[src/rtl/serial_tx_buffer.sv]
// serial_tx_buffer: byte FIFO that drains into a UART transmitter.
// Accepts bytes from the processor's serial write strobe and applies backpressure
// through ready_out. It shifts each byte out LSB first as an 8N1 frame on tx_out.
// Build option: define SERIAL_TX_PARITY_EN to insert an even-parity bit between the
// data bits and the stop bit, which makes the frame 8E1.
//
// state  | meaning
// -------+---------------------------------------------------------------
// IDLE   | line high, waiting for the FIFO to hold a byte
// START  | start bit (low) for CLKS_PER_BIT cycles
// DATA   | shift[0] on the line, eight bits, each CLKS_PER_BIT cycles
// PARITY | even parity of the byte (only with SERIAL_TX_PARITY_EN)
// STOP   | stop bit (high); chains straight into START if more bytes wait

module serial_tx_buffer #(
   parameter int DEPTH        = 8,
   parameter int CLKS_PER_BIT = 16
) (
   input  logic                   clock,
   input  logic                   reset,
   input  logic [7:0]             data_in,
   input  logic                   wren_in,
   output logic                   ready_out,
   output logic                   tx_out,
   output logic                   busy_out,
   output logic [$clog2(DEPTH):0] count_out,
   output logic                   overflow_out
);

   localparam int PTR_W   = $clog2(DEPTH);
   localparam int CNT_W   = PTR_W + 1;
   localparam int TIMER_W = $clog2(CLKS_PER_BIT);
   localparam logic [TIMER_W-1:0] TIMER_LAST = TIMER_W'(CLKS_PER_BIT - 1);
   localparam logic [CNT_W-1:0]   CNT_FULL   = CNT_W'(DEPTH);

   typedef enum logic [2:0] {
      S_IDLE  = 3'd0,
      S_START = 3'd1,
      S_DATA  = 3'd2,
      S_STOP  = 3'd3
`ifdef SERIAL_TX_PARITY_EN
      , S_PARITY = 3'd4
`endif
   } state_t;

   logic [7:0]       mem [DEPTH];
   logic [PTR_W-1:0] wr_ptr_q;
   logic [PTR_W-1:0] rd_ptr_q;
   logic [CNT_W-1:0] count_q;
   logic             overflow_q;
   logic             full;
   logic             empty;
   logic             push;
   logic             pop;
   logic [7:0]       head;

   state_t           state_q, state_d;
   logic [TIMER_W-1:0] timer_q, timer_d;
   logic [2:0]       bit_q, bit_d;
   logic [7:0]       shift_q, shift_d;
   logic             tx_q, tx_d;
   logic             timer_done;
`ifdef SERIAL_TX_PARITY_EN
   logic             parity_q, parity_d;
`endif

   // Full is judged on the pre-edge count, so a same-cycle pop never frees a slot early.
   assign full      = (count_q == CNT_FULL);
   assign empty     = (count_q == '0);
   assign push      = wren_in && !full;
   assign head      = mem[rd_ptr_q];

   assign ready_out    = !full;
   assign tx_out       = tx_q;
   assign count_out    = count_q;
   assign overflow_out = overflow_q;
   assign busy_out     = (state_q != S_IDLE) || !empty;

   // FIFO storage, pointers, occupancy and sticky overflow
   always_ff @(posedge clock) begin
      if (reset) begin
         wr_ptr_q   <= '0;
         rd_ptr_q   <= '0;
         count_q    <= '0;
         overflow_q <= 1'b0;
         for (int i = 0; i < DEPTH; i++) begin
            mem[i] <= '0;
         end
      end else begin
         if (push) begin
            mem[wr_ptr_q] <= data_in;
            wr_ptr_q      <= wr_ptr_q + PTR_W'(1);
         end
         if (pop) begin
            rd_ptr_q <= rd_ptr_q + PTR_W'(1);
         end
         case ({push, pop})
            2'b10:   count_q <= count_q + CNT_W'(1);
            2'b01:   count_q <= count_q - CNT_W'(1);
            default: count_q <= count_q;
         endcase
         if (wren_in && full) begin
            overflow_q <= 1'b1;
         end
      end
   end

   // Transmitter state register; tx is registered from the next-state decode
   always_ff @(posedge clock) begin
      if (reset) begin
         state_q  <= S_IDLE;
         timer_q  <= '0;
         bit_q    <= '0;
         shift_q  <= '0;
         tx_q     <= 1'b1;
`ifdef SERIAL_TX_PARITY_EN
         parity_q <= 1'b0;
`endif
      end else begin
         state_q  <= state_d;
         timer_q  <= timer_d;
         bit_q    <= bit_d;
         shift_q  <= shift_d;
         tx_q     <= tx_d;
`ifdef SERIAL_TX_PARITY_EN
         parity_q <= parity_d;
`endif
      end
   end

   // Next-state, bit timing, FIFO pop and line level
   always_comb begin
      state_d    = state_q;
      timer_d    = timer_q;
      bit_d      = bit_q;
      shift_d    = shift_q;
      pop        = 1'b0;
      tx_d       = 1'b1;
      timer_done = (timer_q == TIMER_LAST);
`ifdef SERIAL_TX_PARITY_EN
      parity_d   = parity_q;
`endif

      case (state_q)
         S_IDLE: begin
            if (!empty) begin
               pop     = 1'b1;
               shift_d = head;
               timer_d = '0;
               state_d = S_START;
            end
         end
         S_START: begin
            if (timer_done) begin
               timer_d = '0;
               bit_d   = '0;
               state_d = S_DATA;
            end else begin
               timer_d = timer_q + TIMER_W'(1);
            end
         end
         S_DATA: begin
            if (timer_done) begin
               timer_d = '0;
               if (bit_q == 3'd7) begin
`ifdef SERIAL_TX_PARITY_EN
                  state_d = S_PARITY;
`else
                  state_d = S_STOP;
`endif
               end else begin
                  bit_d   = bit_q + 3'd1;
                  shift_d = {1'b0, shift_q[7:1]};
               end
            end else begin
               timer_d = timer_q + TIMER_W'(1);
            end
         end
`ifdef SERIAL_TX_PARITY_EN
         S_PARITY: begin
            if (timer_done) begin
               timer_d = '0;
               state_d = S_STOP;
            end else begin
               timer_d = timer_q + TIMER_W'(1);
            end
         end
`endif
         S_STOP: begin
            if (timer_done) begin
               timer_d = '0;
               if (!empty) begin
                  pop     = 1'b1;
                  shift_d = head;
                  state_d = S_START;
               end else begin
                  state_d = S_IDLE;
               end
            end else begin
               timer_d = timer_q + TIMER_W'(1);
            end
         end
         default: begin
            state_d = S_IDLE;
            timer_d = '0;
         end
      endcase

`ifdef SERIAL_TX_PARITY_EN
      // The shift register is consumed bit by bit, so parity is captured at load time
      if (pop) begin
         parity_d = ^head;
      end
`endif

      case (state_d)
         S_START:  tx_d = 1'b0;
         S_DATA:   tx_d = shift_d[0];
`ifdef SERIAL_TX_PARITY_EN
         S_PARITY: tx_d = parity_d;
`endif
         default:  tx_d = 1'b1;
      endcase
   end

endmodule

[config.mk]
export PLATFORM = sky130hd
export DESIGN_NAME = serial_tx_buffer
export DESIGN_NICKNAME = d
export VERILOG_FILES = /design/src/rtl/serial_tx_buffer.sv
export SDC_FILE = /design/constraint.sdc
export NUM_CORES = 1
export LEC_CHECK = 0
export CELL_PAD_IN_SITES_DETAIL_PLACEMENT = 0
export CELL_PAD_IN_SITES_GLOBAL_PLACEMENT = 1
export CORE_AREA = 2 2 75 130
export CTS_CLUSTER_DIAMETER = 50
export DETAILED_ROUTE_END_ITERATION = 10
export DIE_AREA = 0 0 77 132
export PLACE_DENSITY_LB_ADDON = 0.08
export SETUP_SLACK_MARGIN = 0.2
export SLEW_MARGIN = 0
export SYNTH_ARGS = -nofsm -noshare
export SYNTH_HDL_FRONTEND = slang
export SYNTH_SLANG_ARGS = --single-unit
[constraint.sdc]
create_clock -name clock -period 4.6 [get_ports clock]
set_input_delay 0.92 -clock clock [delete_from_list [all_inputs] [get_ports clock]]
set_output_delay 0.92 -clock clock [all_outputs]
set_load 0.05 [all_outputs]
# Word-level counts from Yosys, hierarchy flattened
# Memories as Yosys holds them, arrays and structs flattened. A register that Yosys moved wholly into a read port is not among the register bits.
# Index checks and enable logic that the tools add are counted.
[word_totals] output_inout_bits=8 n_memories=1 register_bits=30 mem_bits_rw=64
[op_classes] muxes=34 addsub=6 eq_ne=15 n_reduce_logical=15
[mem_list] memory="mem" depth=8 word_bits=8 rd=1 rd_ports_with_merged_regs=1 wr=8 line_no="46" rtl="logic [7:0] mem [DEPTH];"
[ops] operator="$mux 8" n=5
[ops] operator="$mux 3" n=11
[ops] operator="$pmux 8 s3" n=1
[ops] operator="$pmux 4 s2" n=2
[ops] operator="$pmux 3 s4" n=1
[ops] operator="$ne 2x2->1 const B" n=5
[ops] operator="$add 3x1->3 const B" n=3
[ops] operator="$eq 3x2->1 const B" n=3
[ops] operator="$mux 1" n=9
[ops] operator="$add 4x1->4 const B" n=2
[ops] operator="$eq 4x4->1 const B" n=2
[ops] operator="$mux 4" n=2
[ops] operator="$reduce_and 4->1" n=2
[ops] operator="$reduce_or 8->1" n=1
[ops] operator="$eq 3x1->1 const B" n=2
[ops] operator="$pmux 3 s2" n=1
[ops] operator="$reduce_bool 3->1" n=2
[ops] operator="$logic_not 4->1" n=1
[ops] operator="$pmux 1 s2" n=2
[ops] operator="$reduce_bool 2->1" n=2
[ops] operator="$sub 4x1->4 const B" n=1
[ops] operator="$eq 3x3->1 const B" n=1
[ops] operator="$logic_not 3->1" n=1
[ops] operator="$reduce_or 3->1" n=1
[ops] operator="5 further kinds" n=7

# Depth between registers and ports, before layout
[depth] word_depth=8 depth_mapped=12 mapped_depth_nobuf=11

# Worst setup path before layout
# OpenSTA, ideal clock, no wires.
[synth_timing] path_type="reg2reg" startpoint="reg count_q[1], in the netlist count_out[1]" endpoint="reg count_q[2], in the netlist count_out[2]" n_path_buf=2 slack_ns=1.787 arrival_ns=2.743 required_time_ns=4.530 stages_incl_launch_ff=12 path_cell_list="dfxtp_1 > buf_6 > or4b_1 > buf_2 > nand2_4 > ha_1 > xor2_1 > ha_1 > a21oi_1 > xor2_1 > or3_1 > a21oi_1"
[synth_via] elab_cells_between_ends=13 cone_classes="2 x add/sub; 3 x eq/ne; 4 x mux; 4 x reduce/logical"
[synth_lines] item="from (decl)" line_no="49" rtl="logic [CNT_W-1:0] count_q;"
[synth_lines] item="from (signal assigned)" line_no="98" rtl="2'b10: count_q <= count_q + CNT_W'(1);"
[synth_lines] item="from (signal assigned)" line_no="99" rtl="2'b01: count_q <= count_q - CNT_W'(1);"
[synth_lines] item="from (signal assigned)" line_no="100" rtl="default: count_q <= count_q;"
[synth_lines] item="$eq 4x4->1 *" line_no="68" rtl="assign full = (count_q == CNT_FULL);"
[synth_lines] item="$logic_not 1->1 *"
[synth_lines] item="named net ready_out" line_no="23" rtl="output logic ready_out,"
[synth_lines] item="$logic_and 1x1->1 *" line_no="70" rtl="assign push = wren_in && !full;"
[synth_lines] item="$eq 2x1->1 / $eq 2x2->1 (equally long branches)" line_no="97" rtl="case ({push, pop})"
[synth_lines] item="$pmux 4 s2 / $reduce_bool 2->1 (equally long branches)"
# The timed path passes the listed nets; every way through them passes the cells marked *.
# A chain may end at the register's enable or synchronous reset.

# Worst setup path after layout
[layout_timing] startpoint="reg count_q[1], in the netlist count_out[1]" endpoint="out busy_out"
[layout_via] elab_chain_cells=3
[layout_rtl] item="$logic_not 4->1" line_no="69" rtl="assign empty = (count_q == '0);"
[layout_rtl] item="$logic_not 1->1"
[layout_rtl] item="$logic_or 1x1->1" line_no="77" rtl="assign busy_out = (state_q != S_IDLE) || !empty;"
[layout_rtl] item="to (decl)" line_no="25" rtl="output logic busy_out,"
# No other way between the ends.

==> impl_metrics.ini <==
[run_status]
status = finished, final reports clean

[power]
combPwrFrac = 0.253
peakVddDrop_mv = 0.291
share_seq_of_total_power = 0.431
p_sw_uw = 860
p_int_mw = 1.79
p_per_area_nw_per_um2 = 502
leakagePower_nw = 1.85
pwr-share-clk = 0.316
power.share.switching = 0.325

[placement]
place_congestion = 0.789
dp_hpwl_um = 7480
portBuffers = 18
placed_cells = 525

[timing]
totalNegativeSetupSlack_ps = 0
fin_skew_ps = 7.70
period_minus_slack_ps = 3350
rsz0062_at_grt = false
slew_headroom = 0.322
fin_crit_sh = 0.728
maxSlewViolCount = 0
fin_hold_ws_ps = 472
finalHoldViolCount = 0
tightest_slew_ps = 1020
fmax_mhz = 299
setup_viol_count_final = 0

[yosys]
yosys_most_used_dff = edfxtp_1
ys_ff_latch = 97
ys_top_cells_by_area = edfxtp_1 41%, dfxtp_1 14%, and2_1 8.6%
postSynth.asyncResetShare = 0
avgSynthCellArea_um2 = 11.6
yosys.area.top_type_share = 0.411
synth_edf_count = 64
yosys.area.top_type = edfxtp_1
yosysUniqueCellTypes = 60
ys_warn_count = 0
synth-seq-area-share = 0.552
postSynthCellCount = 403
syn_nets = 422
syn-cell-area_um2 = 4680

[route]
drc = 0
via_count = 3080
drt_iter0_markers = 151
first_pass_iters = 5
wirelength_um = 10100
avgViaCountPerCell = 5.69
routedWlPerCell_um = 18.7
ant_nets = 0

[floorplanning]
dieHeight_um = 132
die_x_um = 77
fp.coreArea_um2 = 9090
num_rows = 46
initial_utilization = 0.515
pin_count = 19
die_area_um2 = 10200

[global_routing]
antenna_found_initial = 0
grtUsageTotal = 0.209
overflow = 0
grt_pass1_vias = 3083
grt_max_degree = 21
grt_pass1_wl_um = 16100

[job]
cap_violations = 0

[finish]
areaGrowthSynthToFinish_pct = 12.7
antenna_cells = 0
multi_input_area_um2 = 1980
nNetsFinal = 435
fill_cells = 806
register_area_um2 = 2580
stdcell_count = 541
layout-drive-gt1-share = 0.0950

[min_path]
min_path_type = reg2reg

[worst_setup_path]
worstPathMaxFanout = 14
worstSetupStartpointType = flip-flop
crit_path_cell_trace = or4_4 -> nor2_2 -> inv_2 -> clkdlybuf4s50_1
cp_top_family = simple AND/OR/NAND/NOR gates
path_class = reg2out
endpoint_kind = primary output
max_stage_delay_ps = 700
cp_slowest_cell = clkdlybuf4s50_1
cp.required_ps = 3680
cp_data_arrival_time_ps = 2430
worst-path-buf-inv = 2

[cts]
htreeDepth = 3
post_cts_buffers = 0
cts_resized = 0
cts_root_buf = clkbuf_16
cts_tree = yes
clk_latency_ps = 350
clock_path_buffers = 2
numCtsBuffers = 9
path_clk_slew_ps = 70
cts.sinks = 97
postCtsHoldBufs = 0
==> cell usage after synthesis (all sizes together) (4+ instances only) <==
cell type / count
and2: 64
nor3: 5
o22ai: 13
a31oi: 7
inv: 6
edfxtp: 64
nor2: 28
buf: 11
nor4: 4
nand3: 10
o211ai: 12
xor2: 5
nand2: 12
dfxtp: 33
clkbuf: 9
ha: 8
mux4: 4
or2: 12
o21ai: 8
nand2b: 11
mux2i: 27
a21oi: 13
==> final cells by class <==
cell class,instances,area share
Clock buffer,9,0.0427
Tap cell,120,0.0285
Timing Repair Buffer,22,0.0398
Clock inverter,7,0.0206
Inverter,6,0.00427
Sequential cell,97,0.490
Multi-Input combinational cell,280,0.375
==> kinds of logic after synthesis <==
family / share of synthesized area
simple gates: 0.211
flops: 0.552
buf+inv: 0.0262
fa+ha+maj: 0.0214
mux: 0.0818
xor+xnor: 0.00936
other cells: 0.000801
compound gates: 0.0978
==> through the flow <==
stage                     utilization  setup slack (ps)  area [um2]  power (mW)
after floorplan                     -              1790        4680        1.66
after global placement          0.543              1550        4940        1.83
after detailed placement        0.543              1450        4940        1.84
after CTS                       0.580              1240        5280        2.66
after global routing            0.580              1170        5280        2.77
final                           0.580              1250        5280        2.65
==> layer usage <==
layer	wire length [um]	global-route usage	vias up
li1	-	-	1507
met1	3960	0.237	1507
met2	5720	0.395	53
met3	208	0.0199	13
met4	202	0.0863	0
met5	0	0	-
==> layout by cell type (no fill, tap or decap), types with 2 or more instances in the layout <==
cell	synthesis	layout
and2_1	64	64
edfxtp_1	64	64
dfxtp_1	33	33
nor2_1	27	27
mux2i_1	27	27
clkdlybuf4s50_1	0	18
o22ai_1	13	13
a21oi_1	13	13
o211ai_1	12	12
nand2b_1	11	11
nand2_1	11	11
nand3_1	10	10
clkbuf_16	0	9
or2_1	8	8
ha_1	8	8
a31oi_1	7	7
xor2_1	5	5
o21ai_1	5	5
inv_1	5	5
mux4_2	4	4
nor3_1	4	4
buf_4	0	4
nand4_1	3	3
or3_1	3	3
nor4_2	3	3
or2_2	3	3
o21ai_0	3	3
nand3b_1	3	3
a311oi_1	2	2
nor2b_1	2	2
a22oi_1	2	2
bufinv_16	0	2
inv_6	0	2
inv_8	0	2
==> path summary, 6_finish.rpt <==
check                                   from           end  slack, ps  depth (start not counted)
worst max-delay path            count_out[1]      busy_out       1250                          4
worst min-delay path                bit_q[1]      bit_q[1]        470                          2
worst max register to register    state_q[0]  count_out[2]       1550                         10
worst min register to register      bit_q[1]      bit_q[1]        470                          2
==> worst register-to-register path, cell delays in order, from the launching register on <==
cell and delay (ps):
dfxtp_1 670, nand4_1 300, o21a_1 370, nor2_1 320, ha_1 330, xor2_1 180
ha_1 160, a21oi_1 50, xor2_1 170, or3_1 310, a21oi_1 140
==> power by group through the flow <==
stage | sequential (mW) | combinational (mW) | clock, mW
after floorplan | 1.15 | 0.516 | 0
after global placement | 1.16 | 0.669 | 0
after detailed placement | 1.16 | 0.675 | 0
after CTS | 1.14 | 0.678 | 0.844
after global routing | 1.16 | 0.729 | 0.878
final | 1.14 | 0.669 | 0.838
==> state kept, by name (all words and copies together), names as in the netlist, named ones only <==
register and cells:
count_out 4, wr_ptr_q 3, mem 64, state_q 3
tx_out 1, timer_q 4, overflow_out 1, bit_q 3
shift_q 8, rd_ptr_q 3
(Power assumes the default switching activity.)
